[config.mk]
export PLATFORM = sky130hd
export DESIGN_NAME = mcmc_sample_packer
export DESIGN_NICKNAME = d
export VERILOG_FILES = /design/src/rtl/mcmc_sample_packer.sv
export SDC_FILE = /design/constraint.sdc
export NUM_CORES = 1
export LEC_CHECK = 0
export BUFFER_PORTS_ARGS = -buffer_cell sky130_fd_sc_hd__buf_2
export CORE_MARGIN = 4
export CORE_UTILIZATION = 40
export CTS_CLUSTER_SIZE = 24
export DETAILED_ROUTE_END_ITERATION = 10
export PLACE_DENSITY = 0.7
export SETUP_SLACK_MARGIN = 0.02
export SLEW_MARGIN = 20
export SYNTH_ARGS = -nofsm -noshare
export SYNTH_HDL_FRONTEND = slang
export SYNTH_SLANG_ARGS = --single-unit
[constraint.sdc]
create_clock -name clk -period 6.7 [get_ports clk]
set_clock_uncertainty 0.1 [all_clocks]
set_input_delay 0.335 -clock clk [delete_from_list [all_inputs] [get_ports clk]]
set_output_delay 0.335 -clock clk [all_outputs]
set_load 0.02 [all_outputs]
[src/rtl/mcmc_sample_packer.sv]
// Packs pairs of 32-bit samples into 64-bit BRAM words, written sequentially from BASE_ADDR.
// Optional build macro PACKER_CHECKSUM_EN enables the running sample checksum output.
module mcmc_sample_packer #(
    parameter logic [31:0] BASE_ADDR   = 32'h0,
    parameter logic [31:0] DEPTH_WORDS = 32'd1024,
    parameter logic [31:0] ADDR_STEP   = 32'd1
) (
    input  logic        clk,
    input  logic        rst,
    input  logic        start,
    input  logic [31:0] s_data,
    input  logic        s_valid,
    output logic        s_ready,
    input  logic        flush,
    output logic [31:0] bram_addr,
    output logic [63:0] bram_din,
    output logic        bram_en,
    output logic [7:0]  bram_we,
    output logic        busy,
    output logic        finish,
    output logic [31:0] word_count,
    output logic [31:0] checksum
);

    typedef enum logic [2:0] {S_IDLE, S_EMPTY, S_HALF, S_WRITE, S_DONE} state_t;

    state_t      r_state, w_next;
    logic [31:0] r_lo;
    logic [31:0] r_addr, r_next_addr, r_word_count;
    logic [63:0] r_din;
    logic        r_en, r_flush_lat, r_finish;
    logic [7:0]  r_we;
    logic        w_xfer, w_flush, w_last, w_arm;

    assign s_ready    = (r_state == S_EMPTY) || (r_state == S_HALF);
    assign busy       = (r_state == S_EMPTY) || (r_state == S_HALF) || (r_state == S_WRITE);
    assign w_xfer     = s_valid && s_ready;
    assign w_flush    = flush || r_flush_lat;
    // Region full and latched flush both end the run after the current write.
    assign w_last     = ((r_word_count + 32'd1) == DEPTH_WORDS) || r_flush_lat;
    assign w_arm      = start && ((r_state == S_IDLE) || (r_state == S_DONE));

    assign bram_addr  = r_addr;
    assign bram_din   = r_din;
    assign bram_en    = r_en;
    assign bram_we    = r_we;
    assign finish     = r_finish;
    assign word_count = r_word_count;

    always_ff @(posedge clk or posedge rst) begin
        if (rst) r_state <= S_IDLE;
        else     r_state <= w_next;
    end

    always_comb begin
        w_next = r_state;
        case (r_state)
            S_IDLE, S_DONE: if (start) w_next = S_EMPTY;
            S_EMPTY: begin
                if (w_xfer)       w_next = S_HALF;
                else if (w_flush) w_next = S_DONE;
            end
            S_HALF:  if (w_xfer || w_flush) w_next = S_WRITE;
            S_WRITE: w_next = w_last ? S_DONE : S_EMPTY;
            default: w_next = S_IDLE;
        endcase
    end

    always_ff @(posedge clk or posedge rst) begin
        if (rst) begin
            r_lo         <= '0;
            r_din        <= '0;
            r_addr       <= BASE_ADDR;
            r_next_addr  <= BASE_ADDR;
            r_word_count <= '0;
            r_en         <= 1'b0;
            r_we         <= '0;
            r_flush_lat  <= 1'b0;
            r_finish     <= 1'b0;
        end else begin
            r_en <= 1'b0;
            r_we <= '0;
            case (r_state)
                S_IDLE, S_DONE: if (start) begin
                    r_word_count <= '0;
                    r_finish     <= 1'b0;
                    r_addr       <= BASE_ADDR;
                    r_next_addr  <= BASE_ADDR;
                    r_flush_lat  <= 1'b0;
                end
                S_EMPTY: begin
                    if (w_xfer) begin
                        r_lo <= s_data;
                        if (flush) r_flush_lat <= 1'b1;
                    end else if (w_flush) begin
                        r_finish <= 1'b1;
                    end
                end
                S_HALF: begin
                    // Write outputs are registered on entry so they line up with the WRITE cycle.
                    if (w_xfer) begin
                        r_en   <= 1'b1;
                        r_we   <= 8'hFF;
                        r_din  <= {s_data, r_lo};
                        r_addr <= r_next_addr;
                        if (flush) r_flush_lat <= 1'b1;
                    end else if (w_flush) begin
                        r_en        <= 1'b1;
                        r_we        <= 8'h0F;
                        r_din       <= {32'h0, r_lo};
                        r_addr      <= r_next_addr;
                        r_flush_lat <= 1'b1;
                    end
                end
                S_WRITE: begin
                    r_word_count <= r_word_count + 32'd1;
                    r_next_addr  <= r_next_addr + ADDR_STEP;
                    if (w_last) r_finish <= 1'b1;
                end
                default: ;
            endcase
        end
    end

`ifdef PACKER_CHECKSUM_EN
    logic [31:0] r_checksum;
    always_ff @(posedge clk or posedge rst) begin
        if (rst)         r_checksum <= '0;
        else if (w_arm)  r_checksum <= '0;
        else if (w_xfer) r_checksum <= r_checksum + s_data;
    end
    assign checksum = r_checksum;
`else
    assign checksum = 32'h0;
`endif

endmodule

==> Word level (Yosys, flattened, before mapping) <==
Cells that the tools add are included.
{ "totals": {"regBits": 206, "input_bits": 37, "out_inout_bits": 172, "wordCells": 74} }
{ "op_classes": {"n_addsub": 2, "n_eq_ne": 13, "mux": 29, "reduce_logical": 20} }
{ "ops": {"columns": ["cell", "count"], "rows": [
  ["case mux 32 bit (2 select lines)", 3],
  ["two-way mux 64 bit", 2],
  ["two-way mux 32 bit", 3],
  ["adder 32 x 1 -> 32 bit, second input constant", 2],
  ["== test 32 x 11 -> 1 bit, second input constant", 1],
  ["two-way mux 8 bit", 2],
  ["two-way mux 3 bit", 5],
  ["case mux 3 bit (4 select lines)", 1],
  ["two-way mux 1 bit", 10],
  ["!= test 2 bit, second input constant", 5],
  ["== test 3 x 2 -> 1 bit, second input constant", 2],
  ["!= test 3 bit, second input constant", 2],
  ["case mux 1 bit (3 select lines)", 2],
  ["AND reduction 2 bit", 3],
  ["AND reduction 3 bit", 2],
  ["nonzero test 2 bit", 3],
  ["nonzero test 3 bit", 2],
  ["logical OR 1 bit", 5],
  ["AND reduction 5 bit", 1],
  ["two-way mux 4 bit", 1],
  ["AND reduction 4 bit", 1],
  ["== test 3 x 1 -> 1 bit, second input constant", 1],
  ["== test 3 bit, second input constant", 1],
  ["logical NOT 3 bit", 1],
  ["other kinds (3)", 3]
]} }

==> Depth between registers and ports, before layout <==
{ "logic_depth": {"ltp_word": 6, "ltp_mapped": 11} }

==> Worst setup path after synthesis <==
OpenSTA, ideal clock, no wires.
{ "synth_timing": {"kind": "register to register", "startpoint": "register r_word_count[0], in the netlist word_count[0]", "endpoint": "register r_state[0]", "setup_ns": 0.118, "t_arrival_ns": 2.800, "required_ns": 6.482, "setup_slack_ns": 3.682, "stages_incl_launch_ff": 11, "path_buffers": 1, "cell_sequence": "dfrtp_1 ha_1 clkbuf_2 nand2_1 nor4_1 and3_1 xor2_1 or4_1 nor4_2 a41oi_2 a21o_1"} }
{ "synth_via": {"elab_chain_cells": 5} }
{ "synth_lines": {"columns": ["item", "line_no", "source"], "rows": [
  ["from (decl)", "29", "logic [31:0] r_addr, r_next_addr, r_word_count;"],
  ["from (signal assigned)", "116", "r_word_count <= r_word_count + 32'd1;"],
  ["adder 32 x 1 -> 32 bit", "40", "assign w_last = ((r_word_count + 32'd1) == DEPTH_WORDS) || r_flush_lat;"],
  ["== test 32 x 11 -> 1 bit", "40", null],
  ["logical OR 1 bit", "40", null],
  ["two-way mux 3 bit", "64", "S_WRITE: w_next = w_last ? S_DONE : S_EMPTY;"],
  ["case mux 3 bit (4 select lines)", "57", "case (r_state)"],
  ["to (signal assigned)", "52", "else r_state <= w_next;"],
  ["to (decl)", "27", "state_t r_state, w_next;"]
]} }
No other way between the ends.
A chain may end at the register's enable or synchronous reset.

==> Final worst setup path <==
Ends and elaborated chain as after synthesis.

==> metrics.yaml <==
logic_synthesis:
  synth-edff-count: 0
  synth_area_um2: 8979
  synthCells: 860
  synth_seq_area_share_pct: 55.46
  synth_ff_type: "dfrtp_1"
  ys_types: 54
  yosysWarningCount: 0
  syn_area_per_cell_um2: 10.44
  synth_async_sr_flop_share_pct: 100.0
  ys_seq_elements: 199
cts:
  insertion_delay_ns: 0.43
  path_clk_slew_ns: 0.08
  post_cts_buffers: 0
  clk_path_buf_depth: 2
  clockRootBuffer: "clkbuf_16"
  cts-resized-gates: 0
  tritoncts: "yes"
  cts-hold-fix-buffers: 1
  htree_levels: 4
  cts_sinks: 199
  cts-buffers-inserted: 17
setup_path:
  end_kind: "flop"
  cp_max_fo: 8
  cp.depth: 9
  start_kind: "flop"
  path_class: "flop to flop"
  r2r_slack_ns: 3.36
  r2r_start: "word_count[0]"
  worstPathArrival_ns: 3.55
  slowest_delay_ns: 0.59
  ff2ff_path_depth: 9
  critPathTopFamily: "simple AND/OR/NAND/NOR gates"
  crit_buf_inv: 0
  cp_slowest_cell: "nor4_1"
  r2r-end: "r_state[0]"
  cp_data_required_time_ns: 6.91
  path_cells: "ha_1 > nand2_1 > nor4_1 > and3_1 > xor2_1 > or4_1 > nor4_2 > a41oi_2 > a21o_1"
timing:
  setup_violations: 0
  final_hold_viol_count: 0
  rsz0062_at_grt: "no"
  max_slew_margin_pct: 47.04
  final.min_clock_period_ns: 3.342
  setup_slack_ns: 3.358
  max_freq_ghz: 0.2993
  hold_slack_ns: 0.02949
  tns_ns: 0
  finalMaxSlewViolations: 0
  worst_pin_slew_ns: 0.7943
  fin_crit_sh_pct: 49.87
floorplanning:
  dieArea_um2: 24910
  initial_utilization_pct: 40.89
  coreArea_um2: 21960
  rows: 54
  ios: 209
  die_h_um: 157.8
  die_x_um: 157.8
detailed_routing:
  remaining_drc_errors: 0
  vias: 6918
  drt-total-wl_mm: 21.54
  vias_per_cell: 5.342
  first_iter_violations: 363
  ant_nets: 0
  wl_per_cell_um: 16.63
  dr.pass1.iters: 5
global_route:
  grt_pass1_vias: 6593
  use_met1_pct: 25.17
  use_met2_pct: 27.22
  antenna_found_initial: 0
  busiest_layer: "met2"
  met3_usage_pct: 2.624
  grtUsageTotal_pct: 17.35
  gr-total-overflow: 0
  grt_pass1_wl_mm: 34.88
  grt_max_degree: 116
placed_design:
  place_inst: 1262
  io_buffers: 176
  place_congestion: 0.8220
  post-place-ws_ns: 3.450
  place_area_um2: 9902
  dp_hpwl_mm: 14.28
cells_and_area:
  diodes: 0
  syn_to_final_growth_pct: 16.76
  nNetsFinal: 1041
  drive_gt1_share_pct: 26.31
  final_cells: 1295
  stdcell_area_um2: 10480
power:
  pwr-share-seq_pct: 43.0
  p_switching_mw: 1.447
  intPower_mw: 2.424
  p_clk_share_pct: 25.6
  ir_worst_vdd_v: 0.0001630
  p_sw_share_pct: 37.38
  power_frac_comb_pct: 31.5
  power_density_nw_per_um2: 369.2
  p_leak_nw: 5.214
min_path:
  min_to: "bram_din[48]"
  min_path_type: "input port to flop"
  hold_depth: 2
  worstHoldStart: "s_data[16]"
outcome:
  status: "finished clean"
job:
  drv_cap: 0
-- registers in the layout (all words and copies together) (netlist names) --
name	cells
bram_din	64
r_state	3
word_count	32
r_flush_lat	1
r_lo	32
r_next_addr	32
bram_we	2
finish	1
bram_addr	32
-- per-layer routing --
layer / part of all wire (%) / up-vias
met1: 46 / 3437
met2: 49 / 175
li1: - / 3288
met3: 3.8 / 18
met4: 1.3 / 0
met5: 0 / -
-- cell families (layout without fill, tap and decap cells) --
family / Yosys count / count (layout) / share of synthesized area (%)
AO/OA/AOI/OAI: 203 / 203 / 15.62
XOR/XNOR: 13 / 13 / 1.268
adder cells (fa/ha/maj): 2 / 2 / 0.2787
buffers and inverters: 101 / 225 / 5.978
flip-flops: 199 / 199 / 55.46
multiplexers: 42 / 42 / 5.128
other: 1 / 32 / 0.04177
AND/OR/NAND/NOR: 299 / 299 / 16.22
-- worst register-to-register path, stage by stage, from the launching register on --
cell	delay, ns
dfrtp_1	0.41
ha_1	0.33
nand2_1	0.21
nor4_1	0.59
and3_1	0.34
xor2_1	0.09
or4_1	0.55
nor4_2	0.20
a41oi_2	0.20
a21o_1	0.22
-- layout by cell type, fill, tap and decap left out, drive strengths merged, types with 5 or more instances in the layout --
| master | netlist | final |
|---|---|---|
| a21oi | 15 | 15 |
| a22o | 66 | 66 |
| a31oi | 9 | 9 |
| and2 | 5 | 5 |
| and3 | 18 | 18 |
| and4 | 9 | 9 |
| buf | 54 | 185 |
| clkbuf | 40 | 18 |
| clkinv | 0 | 6 |
| conb | 1 | 32 |
| dfrtp | 199 | 199 |
| inv | 7 | 13 |
| mux2 | 32 | 32 |
| mux2i | 10 | 10 |
| nand2 | 160 | 160 |
| nand3 | 38 | 38 |
| nand4 | 14 | 14 |
| nor2 | 23 | 23 |
| nor3 | 9 | 9 |
| nor4 | 5 | 5 |
| o211ai | 9 | 9 |
| o21ai | 70 | 70 |
| o31ai | 17 | 17 |
| xnor2 | 11 | 11 |
-- how the worst max path moves through the flow --
stage,startpoint,to
floorplan,rst,bram_addr[0]
finish,word_count[0],r_state[0]
global placement,word_count[0],r_state[0]
global route,word_count[0],r_state[0]
detailed placement,word_count[0],r_state[0]
CTS,word_count[0],r_state[0]
-- synthesized netlist by cell type, types with 3 or more instances --
cell,n,area (um2)
buf_4,39,292.8
clkbuf_1,39,146.4
inv_1,6,22.52
xnor2_1,11,96.34
a21oi_1,15,75.07
o31ai_1,17,127.6
o211ai_1,9,67.56
mux2_2,32,360.4
o41ai_1,3,26.28
o21ai_0,70,350.3
nor3b_1,3,22.52
nand2_1,160,600.6
buf_2,8,40.04
a31oi_1,9,56.30
nand4_1,14,87.58
and3_1,18,112.6
a22o_1,66,578.1
dfrtp_1,199,4980
and4_1,9,78.83
nor2_1,23,86.33
and2_1,5,31.28
or2_2,3,18.77
mux2i_1,10,100.1
nand3_1,36,180.2
nor3_1,7,35.03
buf_1,7,26.28
nand3b_1,3,22.52
-- final cells by class --
| class | instances | area [um2] |
|---|---|---|
| Clock buffer | 18 | 429.2 |
| Sequential cell | 199 | 4980 |
| Inverter | 7 | 33.78 |
| Fill cell | 2018 | 11470 |
| Multi-Input combinational cell | 591 | 3590 |
| Clock inverter | 14 | 138.9 |
| Tap cell | 280 | 350.3 |
| Timing Repair Buffer | 186 | 962.2 |
-- power groups by stage --
stage | clock, mW | sequential, mW | combinational (mW)
after floorplan | 0 | 1.86 | 0.682
after global placement | 0 | 1.67 | 1.22
after detailed placement | 0 | 1.68 | 1.24
after CTS | 1.02 | 1.66 | 1.24
after global routing | 1.07 | 1.70 | 1.34
final | 0.989 | 1.66 | 1.22
-- stage by stage --
step,power (mW),utilization [%]
global placement,2.889,45.09
floorplan,2.540,-
finish,3.870,47.74
detailed placement,2.922,45.09
CTS,3.922,47.73
global route,4.123,47.74
Note: power is estimated with default switching activity, not from simulation.
